[config.mk]
export PLATFORM = sky130hd
export DESIGN_NAME = matrix_result_streamer_flat
export DESIGN_NICKNAME = d
export VERILOG_FILES = /design/src/rtl/matrix_pkg.sv /design/src/rtl/matrix_result_streamer_if.sv /design/src/rtl/matrix_result_streamer_fp32_classify.sv /design/src/rtl/matrix_result_streamer.sv /design/src/flat_wrapper.sv
export SDC_FILE = /design/constraint.sdc
export NUM_CORES = 1
export LEC_CHECK = 0
export ABC_AREA = 1
export BUFFER_PORTS_ARGS = -buffer_cell sky130_fd_sc_hd__buf_4
export CAP_MARGIN = 40
export CORE_MARGIN = 2
export CORE_UTILIZATION = 49
export CTS_CLUSTER_DIAMETER = 200
export DETAILED_ROUTE_END_ITERATION = 12
export PLACE_DENSITY_LB_ADDON = 0.15
export SYNTH_ARGS = -nofsm -noshare
export SYNTH_HDL_FRONTEND = slang
export SYNTH_SLANG_ARGS = --single-unit
[constraint.sdc]
create_clock -name clk -period 3 [get_ports clk]
set_clock_uncertainty 0.1 [all_clocks]
set_input_delay 0.3 -clock clk [delete_from_list [all_inputs] [get_ports clk]]
set_output_delay 0.3 -clock clk [all_outputs]
set_load 0.01 [all_outputs]
[src/rtl/matrix_pkg.sv]
// Shared definitions for the matrix multiplier datapath: FP32 field layout,
// streamer state encoding and the flat-matrix element offset helper.
package matrix_pkg;

  localparam int ELEMENT_LENGTH = 32;
  localparam int EXP_W          = 8;
  localparam int MANT_W         = 23;
  localparam logic [EXP_W-1:0] EXP_MAX = 8'hFF;

  localparam logic [0:0] STREAMER_IDLE   = 1'b0;
  localparam logic [0:0] STREAMER_STREAM = 1'b1;

  typedef struct packed {
    logic              sign;
    logic [EXP_W-1:0]  exp;
    logic [MANT_W-1:0] mant;
  } fp32_t;

  // MSB position of element (r,c) in a row-major flat matrix with (0,0) in the MSBs.
  function automatic int elem_msb(input int r, input int c, input int ncol, input int total);
    return total - 1 - ELEMENT_LENGTH * (r * ncol + c);
  endfunction

  function automatic int idx_width(input int n);
    return (n > 1) ? $clog2(n) : 1;
  endfunction

endpackage

[src/rtl/matrix_result_streamer_if.sv]
// Capture handshake from the multiplier plus the element stream to the consumer.
interface matrix_result_streamer_if #(
  parameter int NUM_ROW = 2,
  parameter int NUM_COL = 2
);
  import matrix_pkg::*;

  localparam int NUM_ELEM   = NUM_ROW * NUM_COL;
  localparam int MAT_LENGTH = ELEMENT_LENGTH * NUM_ELEM;
  localparam int ROW_W      = idx_width(NUM_ROW);
  localparam int COL_W      = idx_width(NUM_COL);

  logic [MAT_LENGTH-1:0]     mat_in;
  logic                      mat_ready;
  logic                      mat_ack;
  logic [ELEMENT_LENGTH-1:0] elem_out;
  logic                      elem_valid;
  logic                      elem_ready;
  logic [ROW_W-1:0]          elem_row;
  logic [COL_W-1:0]          elem_col;
  logic                      elem_last;
  logic                      elem_nan;
  logic                      elem_inf;
  logic                      elem_zero;

  modport master (
    output mat_in, mat_ready, elem_ready,
    input  mat_ack, elem_out, elem_valid, elem_row, elem_col,
           elem_last, elem_nan, elem_inf, elem_zero
  );

  modport slave (
    input  mat_in, mat_ready, elem_ready,
    output mat_ack, elem_out, elem_valid, elem_row, elem_col,
           elem_last, elem_nan, elem_inf, elem_zero
  );

endinterface

[src/rtl/matrix_result_streamer_fp32_classify.sv]
// Combinational IEEE-754 single-precision classifier (NaN / Inf / signed zero).
module fp32_classify
  import matrix_pkg::*;
(
  input  logic [ELEMENT_LENGTH-1:0] value,
  output logic                      is_nan,
  output logic                      is_inf,
  output logic                      is_zero
);

  logic [EXP_W-1:0]  exp_f;
  logic [MANT_W-1:0] mant_f;

  assign exp_f  = value[MANT_W +: EXP_W];
  assign mant_f = value[MANT_W-1:0];

  assign is_nan  = (exp_f == EXP_MAX) && (mant_f != '0);
  assign is_inf  = (exp_f == EXP_MAX) && (mant_f == '0);
  // Shifting out the sign makes +0 and -0 compare equal.
  assign is_zero = ((value << 1) == '0);

endmodule

[src/rtl/matrix_result_streamer.sv]
// Captures a finished product matrix and streams its FP32 elements row-major
// over valid/ready with row/col indices, last marker and special-value flags.
module matrix_result_streamer
  import matrix_pkg::*;
#(
  parameter int NUM_ROW = 2,
  parameter int NUM_COL = 2
) (
  input  logic clk,
  input  logic rst,
  matrix_result_streamer_if.slave bus
);
  // state            | meaning
  // STREAMER_IDLE    | waiting for mat_ready; no beat presented
  // STREAMER_STREAM  | matrix buffered; presenting element idx until last beat is taken

  localparam int NUM_ELEM   = NUM_ROW * NUM_COL;
  localparam int MAT_LENGTH = ELEMENT_LENGTH * NUM_ELEM;
  localparam int IDX_W      = idx_width(NUM_ELEM);
  localparam int ROW_W      = idx_width(NUM_ROW);
  localparam int COL_W      = idx_width(NUM_COL);

  logic [0:0]                state;
  logic [MAT_LENGTH-1:0]     mat_buf;
  logic [IDX_W-1:0]          idx;
  logic [ROW_W-1:0]          row;
  logic [COL_W-1:0]          col;
  logic                      ack;
  logic                      streaming;
  logic                      last_elem;
  logic [ELEMENT_LENGTH-1:0] elem;
  logic [ELEMENT_LENGTH-1:0] elems [NUM_ELEM];

  for (genvar g = 0; g < NUM_ELEM; g++) begin : g_split
    assign elems[g] = mat_buf[elem_msb(g / NUM_COL, g % NUM_COL, NUM_COL, MAT_LENGTH) -: ELEMENT_LENGTH];
  end

  assign elem      = elems[idx];
  assign streaming = (state == STREAMER_STREAM);
  assign last_elem = (idx == IDX_W'(NUM_ELEM - 1));

  always_ff @(posedge clk) begin
    if (!rst) begin
      state   <= STREAMER_IDLE;
      mat_buf <= '0;
      idx     <= '0;
      row     <= '0;
      col     <= '0;
      ack     <= 1'b0;
    end else begin
      ack <= 1'b0;
      case (state)
        STREAMER_IDLE: begin
          if (bus.mat_ready) begin
            mat_buf <= bus.mat_in;
            ack     <= 1'b1;
            idx     <= '0;
            row     <= '0;
            col     <= '0;
            state   <= STREAMER_STREAM;
          end
        end
        STREAMER_STREAM: begin
          if (bus.elem_ready) begin
            if (last_elem) begin
              idx   <= '0;
              row   <= '0;
              col   <= '0;
              state <= STREAMER_IDLE;
            end else begin
              idx <= idx + IDX_W'(1);
              if (col == COL_W'(NUM_COL - 1)) begin
                col <= '0;
                row <= row + ROW_W'(1);
              end else begin
                col <= col + COL_W'(1);
              end
            end
          end
        end
        default: state <= STREAMER_IDLE;
      endcase
    end
  end

  fp32_classify u_classify (
    .value   (elem),
    .is_nan  (bus.elem_nan),
    .is_inf  (bus.elem_inf),
    .is_zero (bus.elem_zero)
  );

  assign bus.mat_ack    = ack;
  assign bus.elem_out   = elem;
  assign bus.elem_valid = streaming;
  assign bus.elem_row   = row;
  assign bus.elem_col   = col;
  assign bus.elem_last  = streaming && last_elem;

endmodule

[src/flat_wrapper.sv]
// flat-port wrapper written by rule: the top's interface ports become plain ports
module matrix_result_streamer_flat import matrix_pkg::*;
#(
  parameter int NUM_ROW = 2,
  parameter int NUM_COL = 2
)
  (clk, rst, bus_mat_in, bus_mat_ready, bus_elem_ready, bus_mat_ack, bus_elem_out, bus_elem_valid, bus_elem_row, bus_elem_col, bus_elem_last, bus_elem_nan, bus_elem_inf, bus_elem_zero);
  matrix_result_streamer_if #(.NUM_ROW(NUM_ROW), .NUM_COL(NUM_COL)) bus_i ();
  input  logic clk;
  input  logic rst;
  input wire logic [$bits(bus_i.mat_in)-1:0] bus_mat_in;
  input wire logic [$bits(bus_i.mat_ready)-1:0] bus_mat_ready;
  input wire logic [$bits(bus_i.elem_ready)-1:0] bus_elem_ready;
  output wire logic [$bits(bus_i.mat_ack)-1:0] bus_mat_ack;
  output wire logic [$bits(bus_i.elem_out)-1:0] bus_elem_out;
  output wire logic [$bits(bus_i.elem_valid)-1:0] bus_elem_valid;
  output wire logic [$bits(bus_i.elem_row)-1:0] bus_elem_row;
  output wire logic [$bits(bus_i.elem_col)-1:0] bus_elem_col;
  output wire logic [$bits(bus_i.elem_last)-1:0] bus_elem_last;
  output wire logic [$bits(bus_i.elem_nan)-1:0] bus_elem_nan;
  output wire logic [$bits(bus_i.elem_inf)-1:0] bus_elem_inf;
  output wire logic [$bits(bus_i.elem_zero)-1:0] bus_elem_zero;
  assign bus_i.mat_in = bus_mat_in;
  assign bus_i.mat_ready = bus_mat_ready;
  assign bus_i.elem_ready = bus_elem_ready;
  assign bus_mat_ack = bus_i.mat_ack;
  assign bus_elem_out = bus_i.elem_out;
  assign bus_elem_valid = bus_i.elem_valid;
  assign bus_elem_row = bus_i.elem_row;
  assign bus_elem_col = bus_i.elem_col;
  assign bus_elem_last = bus_i.elem_last;
  assign bus_elem_nan = bus_i.elem_nan;
  assign bus_elem_inf = bus_i.elem_inf;
  assign bus_elem_zero = bus_i.elem_zero;
  matrix_result_streamer #(.NUM_ROW(NUM_ROW), .NUM_COL(NUM_COL)) u_core (.clk(clk), .rst(rst), .bus(bus_i));
endmodule
Word-level counts from Yosys, hierarchy flattened
Cells that the tools add are included.

word-level totals
  bits in registers = 134
  word-level logic and storage cells = 48

cells by class
  order comparisons = 1
  muxes and demuxes = 20
  $add $sub $neg = 3
  reductions and logical operators = 10
  equality and inequality tests = 5
  bitwise operators = 3

operator list
  kind                                          number
  binary-select mux 32 bit (select 2 bit)       1
  2-to-1 mux 32 bit                             2
  logical NOT 32 bit                            1
  logical NOT 23 bit                            1
  nonzero test 23 bit                           1
  2-to-1 mux 1 bit                              10
  equality test 8 bit (second input constant)   1
  2-to-1 mux 2 bit                              3
  case mux 1 bit (2 select lines)               3
  != test 2 bit (second input constant)         2
  case mux 2 bit (2 select lines)               1
  AND reduction 2 bit                           2
  >= comparator 3 bit (second input constant)   1
  logical AND 1 bit                             3
  != test 3 bit (second input constant)         1
  NOT 2 -> 3 bit                                1
  AND reduction 3 bit                           1
  adder 1 bit (second input constant)           2
  adder 2 x 1 -> 2 bit (second input constant)  1
  equality test 2 bit (second input constant)   1
  NOT 1 bit                                     2
  OR reduction 2 bit                            1

Logic depth before layout (Yosys ltp)
  word-level depth = 6
  mapped depth = 12

Cells and area by module
From an unflattened synthesis, not the netlist that was laid out.

unflattened totals
  cell total of the unflattened synthesis = 821
  area, all modules = 5,746.8 sq um

by module, submodules not included
  module                  area an instance (sq um)  times used  cells each
  matrix_result_streamer  5,561.6                   1           780
  fp32_classify           185.2                     1           41

Least setup slack after synthesis
OpenSTA, ideal clock, no wires.

  path type = flip-flop to output port
  start point = reg u_core.idx[0]
  end point = out bus_elem_nan
  path slack = 1.176 ns
  arrival time = 1.424 ns
  stages on the path, launching flop included = 12
  path through = dfxtp_1 > buf_6 > buf_6 > buf_6 > nand2_1 > nand3_1 > nand2_1 > inv_1 > nand2_1 > nor3_1 > nand2_1 > a21oi_1

between the ends
  cells in the longest elaborated chain, start to end = 6
  elaborated cells between the ends (all ways) = 7
  classes of those cells = eq/ne: 1; mux: 3; bitwise: 1; reduce/logical: 2

ends and longest elaborated chain
  item                                                   line                                        source
  start: declaration                                     matrix_result_streamer.sv:25                logic [IDX_W-1:0] idx;
  start signal: assignment                               matrix_result_streamer.sv:71                idx <= idx + IDX_W'(1);
  NOT 2 -> 3 bit (not written as such)                   matrix_result_streamer.sv:38                assign elem = elems[idx];
  binary-select mux 32 bit (select 2 bit)                matrix_result_streamer.sv:38
  2-to-1 mux 32 bit (not written as such) (2 in series)  matrix_result_streamer.sv:38
  named net bus_elem_out[30]                             flat_wrapper.sv:15                          output wire logic [$bits(bus_i.elem_out)-1:0] bus_elem_out;
  equality test 8 bit                                    matrix_result_streamer_fp32_classify.sv:17  assign is_nan = (exp_f == EXP_MAX) && (mant_f != '0);
  logical AND 1 bit                                      matrix_result_streamer_fp32_classify.sv:17
  end: declaration                                       flat_wrapper.sv:20                          output wire logic [$bits(bus_i.elem_nan)-1:0] bus_elem_nan;

The timed path passes the listed nets, and every way through them passes these cells. The select of a mux whose other input is x is not followed.

Worst setup path in the final report
  start point = reg u_core.idx[1]
  end point = out bus_elem_zero

between the ends
  cells in the longest elaborated chain, start to end = 5

ends and longest elaborated chain
  item                                                   line                                        source
  NOT 2 -> 3 bit (not written as such)                   matrix_result_streamer.sv:38
  binary-select mux 32 bit (select 2 bit)                matrix_result_streamer.sv:38
  2-to-1 mux 32 bit (not written as such) (2 in series)  matrix_result_streamer.sv:38
  logical NOT 32 bit                                     matrix_result_streamer_fp32_classify.sv:20  assign is_zero = ((value << 1) == '0);
  end: declaration                                       flat_wrapper.sv:22                          output wire logic [$bits(bus_i.elem_zero)-1:0] bus_elem_zero;

No other way between the ends. The select of a mux whose other input is x is not followed.

==> flow_summary.rst <==
.. list-table::
   :header-rows: 1

   * - Metric
     - Value
   * - Adder and majority cell fraction of the synthesized area
     - 0.209%
   * - Horizontal die dimension
     - between 100 and 150 um
   * - Type of element launching the critical path
     - flop
   * - Aggregate routed wire length
     - about 16,000 um
   * - Detail Route met2 WL
     - 7570 um
   * - Synthesized-area fraction occupied by xor and xnor cells
     - 0%
   * - Multi-input combinational cell area
     - 2860 um2
   * - Total area of sequential cells
     - 2690 um2
   * - Number of buffers inserted by post-CTS setup repair
     - 0
   * - Leakage Power
     - 0.00378 uW
   * - Total number of nets in the final design
     - 1,175
   * - Worst setup path class
     - flop to output port
   * - Final global-route overflow total
     - 0
   * - Initial Util
     - about 50%
   * - Met3 routed WL
     - 1240 um
   * - Routed wire length per instance
     - ~14 um
   * - Global routing usage summed across all routing layers
     - between 20% and 30%
   * - Ant. Diodes
     - 0
   * - Highest metal layer used by the detailed router
     - met4
   * - Highest fanout seen on the critical path
     - 18
   * - Num CTS Buffers
     - 17
   * - Overall via count from detail_route
     - 6,153
   * - Utilization after layout
     - 66.1%
   * - Syn avg cell area
     - ~6.6 um2
   * - Number of rows created at floorplan
     - 40
   * - Synth Area in Compound Gates
     - approximately 12%
   * - Fmax
     - 359 MHz
   * - Clock slew at reported path FFs
     - 60 ps
   * - Number of nets with antenna violations after detailed routing
     - 0
   * - Max-slew violations
     - 0
   * - Clk root buf
     - clkbuf_16
   * - Warnings, synthesis
     - 0
   * - Number of standard cells after synthesis
     - 905
   * - Initial DRC Count
     - 534
   * - Hold depth
     - 3
   * - Largest voltage drop on the vdd net
     - 0.000321 V
   * - Worst slew margin relative to its limit
     - 57.6%
   * - Layout fillers
     - 1,113
   * - Number of nets in the synthesized netlist
     - 1,038
   * - Fin crit share
     - between 90% and 100%
   * - Power per Cell Area
     - ~640 nW/um2
   * - Pin count of the biggest net entering global routing
     - slightly above 80
   * - Number of distinct library cells after synthesis
     - 24
   * - Final routed DRC violation total
     - 0
   * - Detailed placement HPWL
     - 11,200 um
   * - Die Footprint
     - 13,100 um2
   * - Maximum number of buffers from clock root to sink
     - 2
   * - Via count of the first global-routing pass
     - 5,529
   * - Area growth syn-to-layout
     - 31.9%
   * - Clock period minus worst slack
     - 2780 ps
   * - Tightest Pin Transition
     - 637 ps
   * - Syn Std Cell Area
     - around 6000 um2
   * - Met1 routed wirelength after detailed routing
     - 7420 um
   * - Most frequent standard cell in the layout excluding fill and tap cells
     - nor2_1
   * - Count of input and output buffers
     - 171
   * - Global-route wire length before repair
     - 26,400 um
   * - Largest family of logic cells by synthesized area
     - simple AND/OR/NAND/NOR gates
   * - Placeable core region
     - between 10,000 and 15,000 um2
   * - Final-report setup violation count
     - 0
   * - Clock tree from TritonCTS
     - yes
   * - DIE HEIGHT
     - 115 um
   * - H-tree level count
     - 4
   * - DR pass1 iterations
     - 8
   * - Top Ports
     - 172
   * - Initial antenna violation count
     - 0
   * - R2r worst-path depth
     - 7
   * - Total negative setup slack
     - 0 ps
   * - Kind of end point of the critical path
     - output port
   * - Basic-gate share of the synthesized area counting and, or, nand and nor cells
     - 34.3%
   * - Unrepaired setup endpoints after global routing
     - no
   * - Run status
     - finished, final reports clean
   * - RD Place Congestion
     - slightly above 0.9
   * - Mux share of post-synthesis cell area
     - 0.919%
   * - Share of layout cells above drive strength 1
     - 21.0%
   * - Leading cell types in the layout, fill and taps excluded
     - nor2_1 (267), nand2_1 (184), buf_4 (177), o21ai_0 (136), dfxtp_1 (132)
   * - CP arrival
     - between 2000 and 2500 ps
   * - Total number of clock tree sinks
     - 134
   * - Required time of the worst setup path
     - 2600 ps
   * - Number of storage elements in the synthesis netlist
     - 134
   * - Latest clock arrival within the worst-skew pair
     - roughly 420 ps
   * - Fin. Hold Viols
     - 0
   * - Sequential share of the synthesized area
     - 44.8%
   * - Routed vias/inst
     - ~5.1
   * - Hold crit path type
     - input pin to flop
   * - # Max-Cap Violations
     - 0
sequential cells by signal, summed over array words and instances, names as in the netlist:
name                   count
u_core.elems             128
u_core.idx                 2
u_core.bus.elem_col        1
u_core.bus.elem_row        1
u_core.bus.elem_valid      1
u_core.bus.mat_ack         1
repair_timing:
item | 4_1_cts | 5_1_grt
endpoints found under the hold margin | 1 | 0
resized for setup | 0 | 2
hold buffers | 1 | 0
endpoints found under the setup margin | 0 | 1
per-layer routing:
metal / GRT usage [%] / vias to the layer above
met5: 0 / -
met4: 7.24 / 0
met3: 6.93 / 19
met2: 40.2 / 230
met1: 33.9 / 2757
li1: - / 3147
kinds of logic after synthesis:
| group | count (synthesis) |
|---|---|
| flip-flops | 134 |
| AO/OA/AOI/OAI | 144 |
| buffers and inverters | 103 |
| multiplexers | 3 |
| adder cells (fa/ha/maj) | 1 |
| AND/OR/NAND/NOR | 520 |
synth_stat cells:
| cell type | number | share of area, % |
|---|---|---|
| nor3_2 | 1 | 0.17 |
| buf_1 | 1 | 0.063 |
| buf_4 | 8 | 1.0 |
| o22ai_1 | 1 | 0.10 |
| ha_1 | 1 | 0.21 |
| clkbuf_1 | 35 | 2.2 |
| inv_2 | 2 | 0.13 |
| nor3_1 | 2 | 0.17 |
| a21oi_1 | 6 | 0.50 |
| nor2_1 | 267 | 17 |
| mux2i_1 | 1 | 0.17 |
| o21ai_0 | 136 | 11 |
| mux2i_4 | 2 | 0.75 |
| nand2_2 | 1 | 0.10 |
| nand3_1 | 54 | 4.5 |
| or2_2 | 2 | 0.21 |
| buf_6 | 3 | 0.56 |
| inv_4 | 1 | 0.10 |
| o211a_1 | 1 | 0.17 |
| dfxtp_1 | 134 | 45 |
| nand2_1 | 185 | 12 |
| inv_1 | 38 | 2.4 |
| buf_2 | 15 | 1.3 |
| nand4_1 | 8 | 0.84 |
layout make-up:
cell class / instances / area share [%]
Multi-Input combinational cell: 668 / 36.2
Tap cell: 147 / 2.33
Timing Repair Buffer: 180 / 17.5
Inverter: 41 / 2.04
Clock inverter: 14 / 2.55
Sequential cell: 134 / 34.0
Clock buffer: 18 / 5.43
final timing paths:
check             slack [ps]         startpoint             endpoint
setup / recovery         220      u_core.idx[1]        bus_elem_zero
hold / removal            30    bus_mat_in[116]    u_core.elems[116]
setup reg to reg         930      u_core.idx[1]  u_core.bus.elem_row
hold reg to reg          360  u_core.elems[119]    u_core.elems[119]
critical path: stages (launching register included):
cell,delay (ps)
dfxtp_2,570
buf_4,370
mux2i_1,320
nand3_1,150
nor3_2,140
nand2_1,100
nor2_1,170
buf_4,150
report_power, final:
group          switching (uW)  internal, uW
Combinational             468           365
Clock                     803          1400
Sequential               78.4          1920
Total                    1350          3690
stage by stage:
step / hold slack [ps] / cell area, um2 / worst slack, ps / instances / power (uW)
CTS: 24.0 / 7900 / 179 / 1202 / 5060
finish: 25.0 / 7910 / 215 / 1202 / 5040
floorplan: 290 / 5990 / 1180 / 905 / 2520
detailed placement: 355 / 7260 / 636 / 1169 / 2860
global placement: 348 / 7230 / 695 / 1168 / 2850
global route: 34.8 / 7910 / 38.3 / 1202 / 5260
Power figures use the tool's default switching activity.
